`src/rtl/fxp_mac_stream_if.sv`:
```
// fxp_mac_stream_if: operand-beat and result handshake bundle for fxp_mac_stream
interface fxp_mac_stream_if #(parameter int N = 8);
  logic in_valid;
  logic in_ready;
  logic signed [N-1:0] in_a;
  logic signed [N-1:0] in_b;
  logic in_last;
  logic out_valid;
  logic out_ready;
  logic signed [N-1:0] out_y;
  logic out_sat;
  modport slave (
    input  in_valid, in_a, in_b, in_last, out_ready,
    output in_ready, out_valid, out_y, out_sat
  );
  modport master (
    output in_valid, in_a, in_b, in_last, out_ready,
    input  in_ready, out_valid, out_y, out_sat
  );
endinterface

```
`src/rtl/fxp_mac_stream.sv`:
```
// fxp_mac_stream: streaming signed MAC with saturating N-bit requantization.
// Define FXP_MAC_ROUND_EN for round-half-up requantization instead of truncation.
module fxp_mac_stream #(
  parameter int N     = 8,
  parameter int FRAC  = 4,
  parameter int ACC_W = 24
) (
  input logic clk,
  input logic rst_n,
  fxp_mac_stream_if.slave s
);
  localparam logic signed [N-1:0]     Y_MAX   = {1'b0, {(N-1){1'b1}}};
  localparam logic signed [N-1:0]     Y_MIN   = {1'b1, {(N-1){1'b0}}};
  localparam logic signed [ACC_W-1:0] ACC_MAX = {1'b0, {(ACC_W-1){1'b1}}};
  localparam logic signed [ACC_W-1:0] ACC_MIN = {1'b1, {(ACC_W-1){1'b0}}};
`ifdef FXP_MAC_ROUND_EN
  localparam logic [ACC_W:0] RND = (FRAC > 0) ? (ACC_W+1)'(1) << (FRAC > 0 ? FRAC - 1 : 0) : '0;
`endif
  logic signed [2*N-1:0] p_q, p_d;
  logic p_valid_q, p_valid_d, p_last_q, p_last_d, last_pending_q, last_pending_d;
  logic signed [ACC_W-1:0] acc_q, acc_d, acc_next;
  logic sat_acc_q, sat_acc_d;
  logic out_valid_q, out_valid_d, out_sat_q, out_sat_d;
  logic signed [N-1:0] out_y_q, out_y_d, y_clamped;
  logic signed [ACC_W:0] sum, rq, r;
  logic [ACC_W-N+1:0] r_hi;
  logic accept, acc_ovf, y_fit;
  assign s.in_ready  = !last_pending_q && !out_valid_q;
  assign s.out_valid = out_valid_q;
  assign s.out_y     = out_y_q;
  assign s.out_sat   = out_sat_q;
  always_comb begin
    accept         = s.in_valid && s.in_ready;
    p_valid_d      = accept;
    p_d            = accept ? (2*N)'(s.in_a) * (2*N)'(s.in_b) : p_q;
    p_last_d       = accept ? s.in_last : p_last_q;
    last_pending_d = accept && s.in_last;
    sum            = {acc_q[ACC_W-1], acc_q} + (ACC_W+1)'(p_q);
    acc_ovf        = sum[ACC_W] ^ sum[ACC_W-1];
    acc_next       = acc_ovf ? (sum[ACC_W] ? ACC_MIN : ACC_MAX) : sum[ACC_W-1:0];
`ifdef FXP_MAC_ROUND_EN
    rq             = {acc_next[ACC_W-1], acc_next} + RND;
`else
    rq             = {acc_next[ACC_W-1], acc_next};
`endif
    r              = rq >>> FRAC;
    // r fits in N bits when every bit from N-1 upward equals the sign
    r_hi           = r[ACC_W:N-1];
    y_fit          = (&r_hi) || !(|r_hi);
    y_clamped      = y_fit ? r[N-1:0] : (r[ACC_W] ? Y_MIN : Y_MAX);
    acc_d          = p_valid_q ? (p_last_q ? '0 : acc_next) : acc_q;
    sat_acc_d      = p_valid_q ? (!p_last_q && (sat_acc_q || acc_ovf)) : sat_acc_q;
    out_valid_d    = (p_valid_q && p_last_q) || (out_valid_q && !s.out_ready);
    out_y_d        = (p_valid_q && p_last_q) ? y_clamped : out_y_q;
    out_sat_d      = (p_valid_q && p_last_q) ? (sat_acc_q || acc_ovf || !y_fit) : out_sat_q;
  end
  always_ff @(posedge clk) begin
    if (!rst_n) begin
      p_q            <= '0;
      p_valid_q      <= 1'b0;
      p_last_q       <= 1'b0;
      last_pending_q <= 1'b0;
      acc_q          <= '0;
      sat_acc_q      <= 1'b0;
      out_valid_q    <= 1'b0;
      out_y_q        <= '0;
      out_sat_q      <= 1'b0;
    end else begin
      p_q            <= p_d;
      p_valid_q      <= p_valid_d;
      p_last_q       <= p_last_d;
      last_pending_q <= last_pending_d;
      acc_q          <= acc_d;
      sat_acc_q      <= sat_acc_d;
      out_valid_q    <= out_valid_d;
      out_y_q        <= out_y_d;
      out_sat_q      <= out_sat_d;
    end
  end
endmodule

```
`src/flat_wrapper.sv`:
```
// flat-port wrapper written by rule: the top's interface ports become plain ports
module fxp_mac_stream_flat 
#(
  parameter int N     = 8,
  parameter int FRAC  = 4,
  parameter int ACC_W = 24
)
  (clk, rst_n, s_in_valid, s_in_a, s_in_b, s_in_last, s_out_ready, s_in_ready, s_out_valid, s_out_y, s_out_sat);
  fxp_mac_stream_if #(.N(N)) s_i ();
  input logic clk;
  input logic rst_n;
  input wire logic [$bits(s_i.in_valid)-1:0] s_in_valid;
  input wire logic [$bits(s_i.in_a)-1:0] s_in_a;
  input wire logic [$bits(s_i.in_b)-1:0] s_in_b;
  input wire logic [$bits(s_i.in_last)-1:0] s_in_last;
  input wire logic [$bits(s_i.out_ready)-1:0] s_out_ready;
  output wire logic [$bits(s_i.in_ready)-1:0] s_in_ready;
  output wire logic [$bits(s_i.out_valid)-1:0] s_out_valid;
  output wire logic [$bits(s_i.out_y)-1:0] s_out_y;
  output wire logic [$bits(s_i.out_sat)-1:0] s_out_sat;
  assign s_i.in_valid = s_in_valid;
  assign s_i.in_a = s_in_a;
  assign s_i.in_b = s_in_b;
  assign s_i.in_last = s_in_last;
  assign s_i.out_ready = s_out_ready;
  assign s_in_ready = s_i.in_ready;
  assign s_out_valid = s_i.out_valid;
  assign s_out_y = s_i.out_y;
  assign s_out_sat = s_i.out_sat;
  fxp_mac_stream #(.N(N), .FRAC(FRAC), .ACC_W(ACC_W)) u_core (.clk(clk), .rst_n(rst_n), .s(s_i));
endmodule
```
`config.mk`:
```
export PLATFORM = sky130hd
export DESIGN_NAME = fxp_mac_stream_flat
export DESIGN_NICKNAME = d
export VERILOG_FILES = /design/src/rtl/fxp_mac_stream_if.sv /design/src/rtl/fxp_mac_stream.sv /design/src/flat_wrapper.sv
export SDC_FILE = /design/constraint.sdc
export NUM_CORES = 1
export LEC_CHECK = 0
export BUFFER_PORTS_ARGS = -buffer_cell sky130_fd_sc_hd__buf_4
export CAP_MARGIN = 25
export CORE_UTILIZATION = 65
export CTS_BUF_LIST = sky130_fd_sc_hd__clkbuf_8
export DETAILED_ROUTE_END_ITERATION = 16
export PLACE_DENSITY_LB_ADDON = 0.25
export SYNTH_ARGS = -nofsm -noshare
export SYNTH_HDL_FRONTEND = slang
export SYNTH_SLANG_ARGS = --single-unit
export TNS_END_PERCENT = 20
```
`constraint.sdc`:
```
create_clock -name clk -period 10.3 [get_ports clk]
set_clock_uncertainty 0.05 [all_clocks]
set_input_delay 1.545 -clock clk [delete_from_list [all_inputs] [get_ports clk]]
set_output_delay 1.545 -clock clk [all_outputs]
set_load 0.01 [all_outputs]
```
==> key figures <==
Outcome
  – Outcome: complete, no violations

Synthesis
  – Area contributors post-synth: fa_1 (19%), dfxtp_1 (18%), ha_1 (12%)
  – Yosys top cell by area: fa_1
  – Post-Syn Instances: 689
  – Ys async rst share: 0%
  – Net Count, Synth: 821
  – Mapped Area: 5870 um^2
  – #FFs+latches synth: 54
  – Post-synth top area share: 19.1%
  – Post-synth cell types: 62
  – Most used DFF post-synth: dfxtp_1
  – EDFF count, synth: 0
  – YS warnings: 0
  – Mapped Avg Cell Area: 8.52 um^2
  – Register area share after synthesis: 18.4%

Clock tree
  – CTS buffer count: 5
  – TritonCTS clock tree: yes
  – Clock Pin Slew Worst Setup and Hold Paths: 0.10 ns
  – Post_cts resized: 0
  – Clock sink count: 54
  – CTS root buffer: clkbuf_8
  – Post CTS Setup Buffer Count: 0
  – Hold-fix buffers, CTS: 0
  – H-tree depth: 2
  – Worst-skew pair later-pin latency: 0.33 ns
  – Clock Path Buffers: 2

Cells and area
  – Area Overhead vs Synth: 6.24%
  – Most common cell after layout, fill and taps aside: inv_1
  – Design area: 6240 um^2
  – Sequential Area: 1080 um^2
  – Most frequent cells in the layout: inv_1 (90), a21oi_1 (56), fa_1 (56)
  – Final #Nets: 842
  – Post-layout util: 71.5%
  – Non-Filler Instances: 818
  – Fraction of layout cells with a size suffix above 1: 8.73%
  – Fillcell total: 684
  – Antenna cells: 0
  – Area of the multi-input gates: 4360 um^2

Timing
  – RSZ-0062 raised after global routing: no
  – Slew Limit Fails: 0
  – Min setup slack post-route: 4.55 ns
  – Crit share post-route: 55.8%
  – Setup TNS: 0 ns
  – Tightest Pin Transition: 0.773 ns
  – Max-slew headroom: 48.2%
  – Worst hold margin: 0.435 ns
  – Setup violations, final: 0
  – Max frequency: 174 MHz
  – Minimum clock period: 5.75 ns
  – Final Hold Viols: 0

Global routing
  – Largest net degree at the start of global routing: 32
  – First-pass GRT wire length: 22000 um
  – Vias in the first global route: 4892
  – GR Overflow Total: 0
  – GR Util All Layers: 28.4%
  – Antenna violations before repair: 0

Pwr
  – Peak supply drop: 123 uV
  – Leak: 2.95 nW
  – Total Power: 1.38 mW
  – PD cells: 221 nW/um^2

Floorplanning
  – Row count: 34
  – Initial cell density of the core: 67.3%
  – Die area: 9420 um^2
  – Die H: 97.1 um
  – Die W: 97.1 um
  – Core Box Area: 8720 um^2
  – IO Pins: 32

Job
  – Max cap viols: 0

Route
  – DRC: 0
  – Antenna-violating nets left: 0
  – 1st-iter DRT viols: 142
  – Drt first pass iters: 4
  – DR WL/cell: 15.5 um
  – DR vias: 4729
  – Post-Route WL: 12700 um
  – Vias per inst: 5.78

Worst setup path
  – CP Launch Type: input port
  – Critical path class: in2reg
  – Crit end category: register
  – CP arrival: 5.91 ns
  – Crit path required time: 10.46 ns
  – Worst Path Max Fanout: 8
  – Flop2flop setup slack: 4.92 ns

Place
  – Placer Congestion: 0.875
  – Hpwl dp: 10500 um
  – Placed instance area: 6160 um^2
  – Place WS: 4.20 ns
  – Dpl cells: 811
  – Port bufs: 31

Min path
  – Worst hold path type: reg2reg
[logic make-up after synthesis]
family / Yosys count / share of synthesized area (%)
multiplexers: 2 / 0.447
AO/OA/AOI/OAI: 163 / 18.9
XOR/XNOR: 33 / 4.92
adder cells (fa/ha/maj): 111 / 30.8
buffers and inverters: 109 / 7.37
flip-flops: 54 / 18.4
AND/OR/NAND/NOR: 217 / 19.2
[metal layers]
layer  wire (um)  global-route usage [%]
met1        5380                    34.2
met2        6610                    53.6
met3         495                    2.81
met4         189                    7.69
met5           0                       0
[worst paths after layout]
| path | startpoint | cells past startpoint | endpoint |
|---|---|---|---|
| worst max-delay path | s_in_b[4] | 19 | u_core.p_q[14] |
| worst min register to register | u_core.s.out_y[2] | 2 | u_core.s.out_y[2] |
| worst min-delay path | u_core.s.out_y[2] | 2 | u_core.s.out_y[2] |
| worst max register to register | u_core.p_q[15] | 18 | u_core.s.out_sat |
[where the power goes]
group | internal [mW] | switching [mW]
Combinational | 0.404 | 0.577
Sequential | 0.249 | 0.0291
Clock | 0.0472 | 0.0733
Total | 0.700 | 0.679
[state kept, by name, indices dropped and copies added (netlist names)]
name	flops
u_core.sat_acc_q	1
u_core.acc_q	24
u_core.s.out_valid	1
u_core.p_last_q	1
u_core.p_q	16
u_core.s.out_y	8
u_core.p_valid_q	1
u_core.s.out_sat	1
u_core.last_pending_q	1
[synth_stat cells (10+ instances only)]
| cell type | n |
|---|---|
| o21ai_0 | 17 |
| nand2_1 | 46 |
| dfxtp_1 | 54 |
| fa_1 | 56 |
| xnor2_1 | 20 |
| xor2_1 | 13 |
| ha_1 | 55 |
| a21oi_1 | 56 |
| a21o_1 | 10 |
| inv_1 | 90 |
| nand3_1 | 11 |
| and2_1 | 48 |
| nor2_1 | 47 |
| clkbuf_1 | 14 |
| nand2b_1 | 10 |
| a22o_1 | 15 |
| nor2b_1 | 25 |
[worst max-delay path, stage by stage]
cell	delay, ns
buf_4	0.14
and2_1	0.17
fa_1	0.46
fa_1	0.55
inv_1	0.05
fa_1	0.47
fa_1	0.55
inv_1	0.04
ha_1	0.32
a21o_1	0.19
a21oi_1	0.21
o21bai_1	0.10
a21oi_1	0.24
o21ai_0	0.12
a21oi_1	0.23
o21bai_1	0.09
a21oi_1	0.18
xnor2_1	0.08
a22o_1	0.17
[area by class of cell]
class	count	share of cell area (%)
Sequential cell	54	17.3
Tap cell	108	2.17
Clock inverter	2	0.221
Clock buffer	5	1.10
Multi-Input combinational cell	526	69.9
Timing Repair Buffer	32	3.85
Inverter	91	5.47
Power figures use the tool's default switching activity.
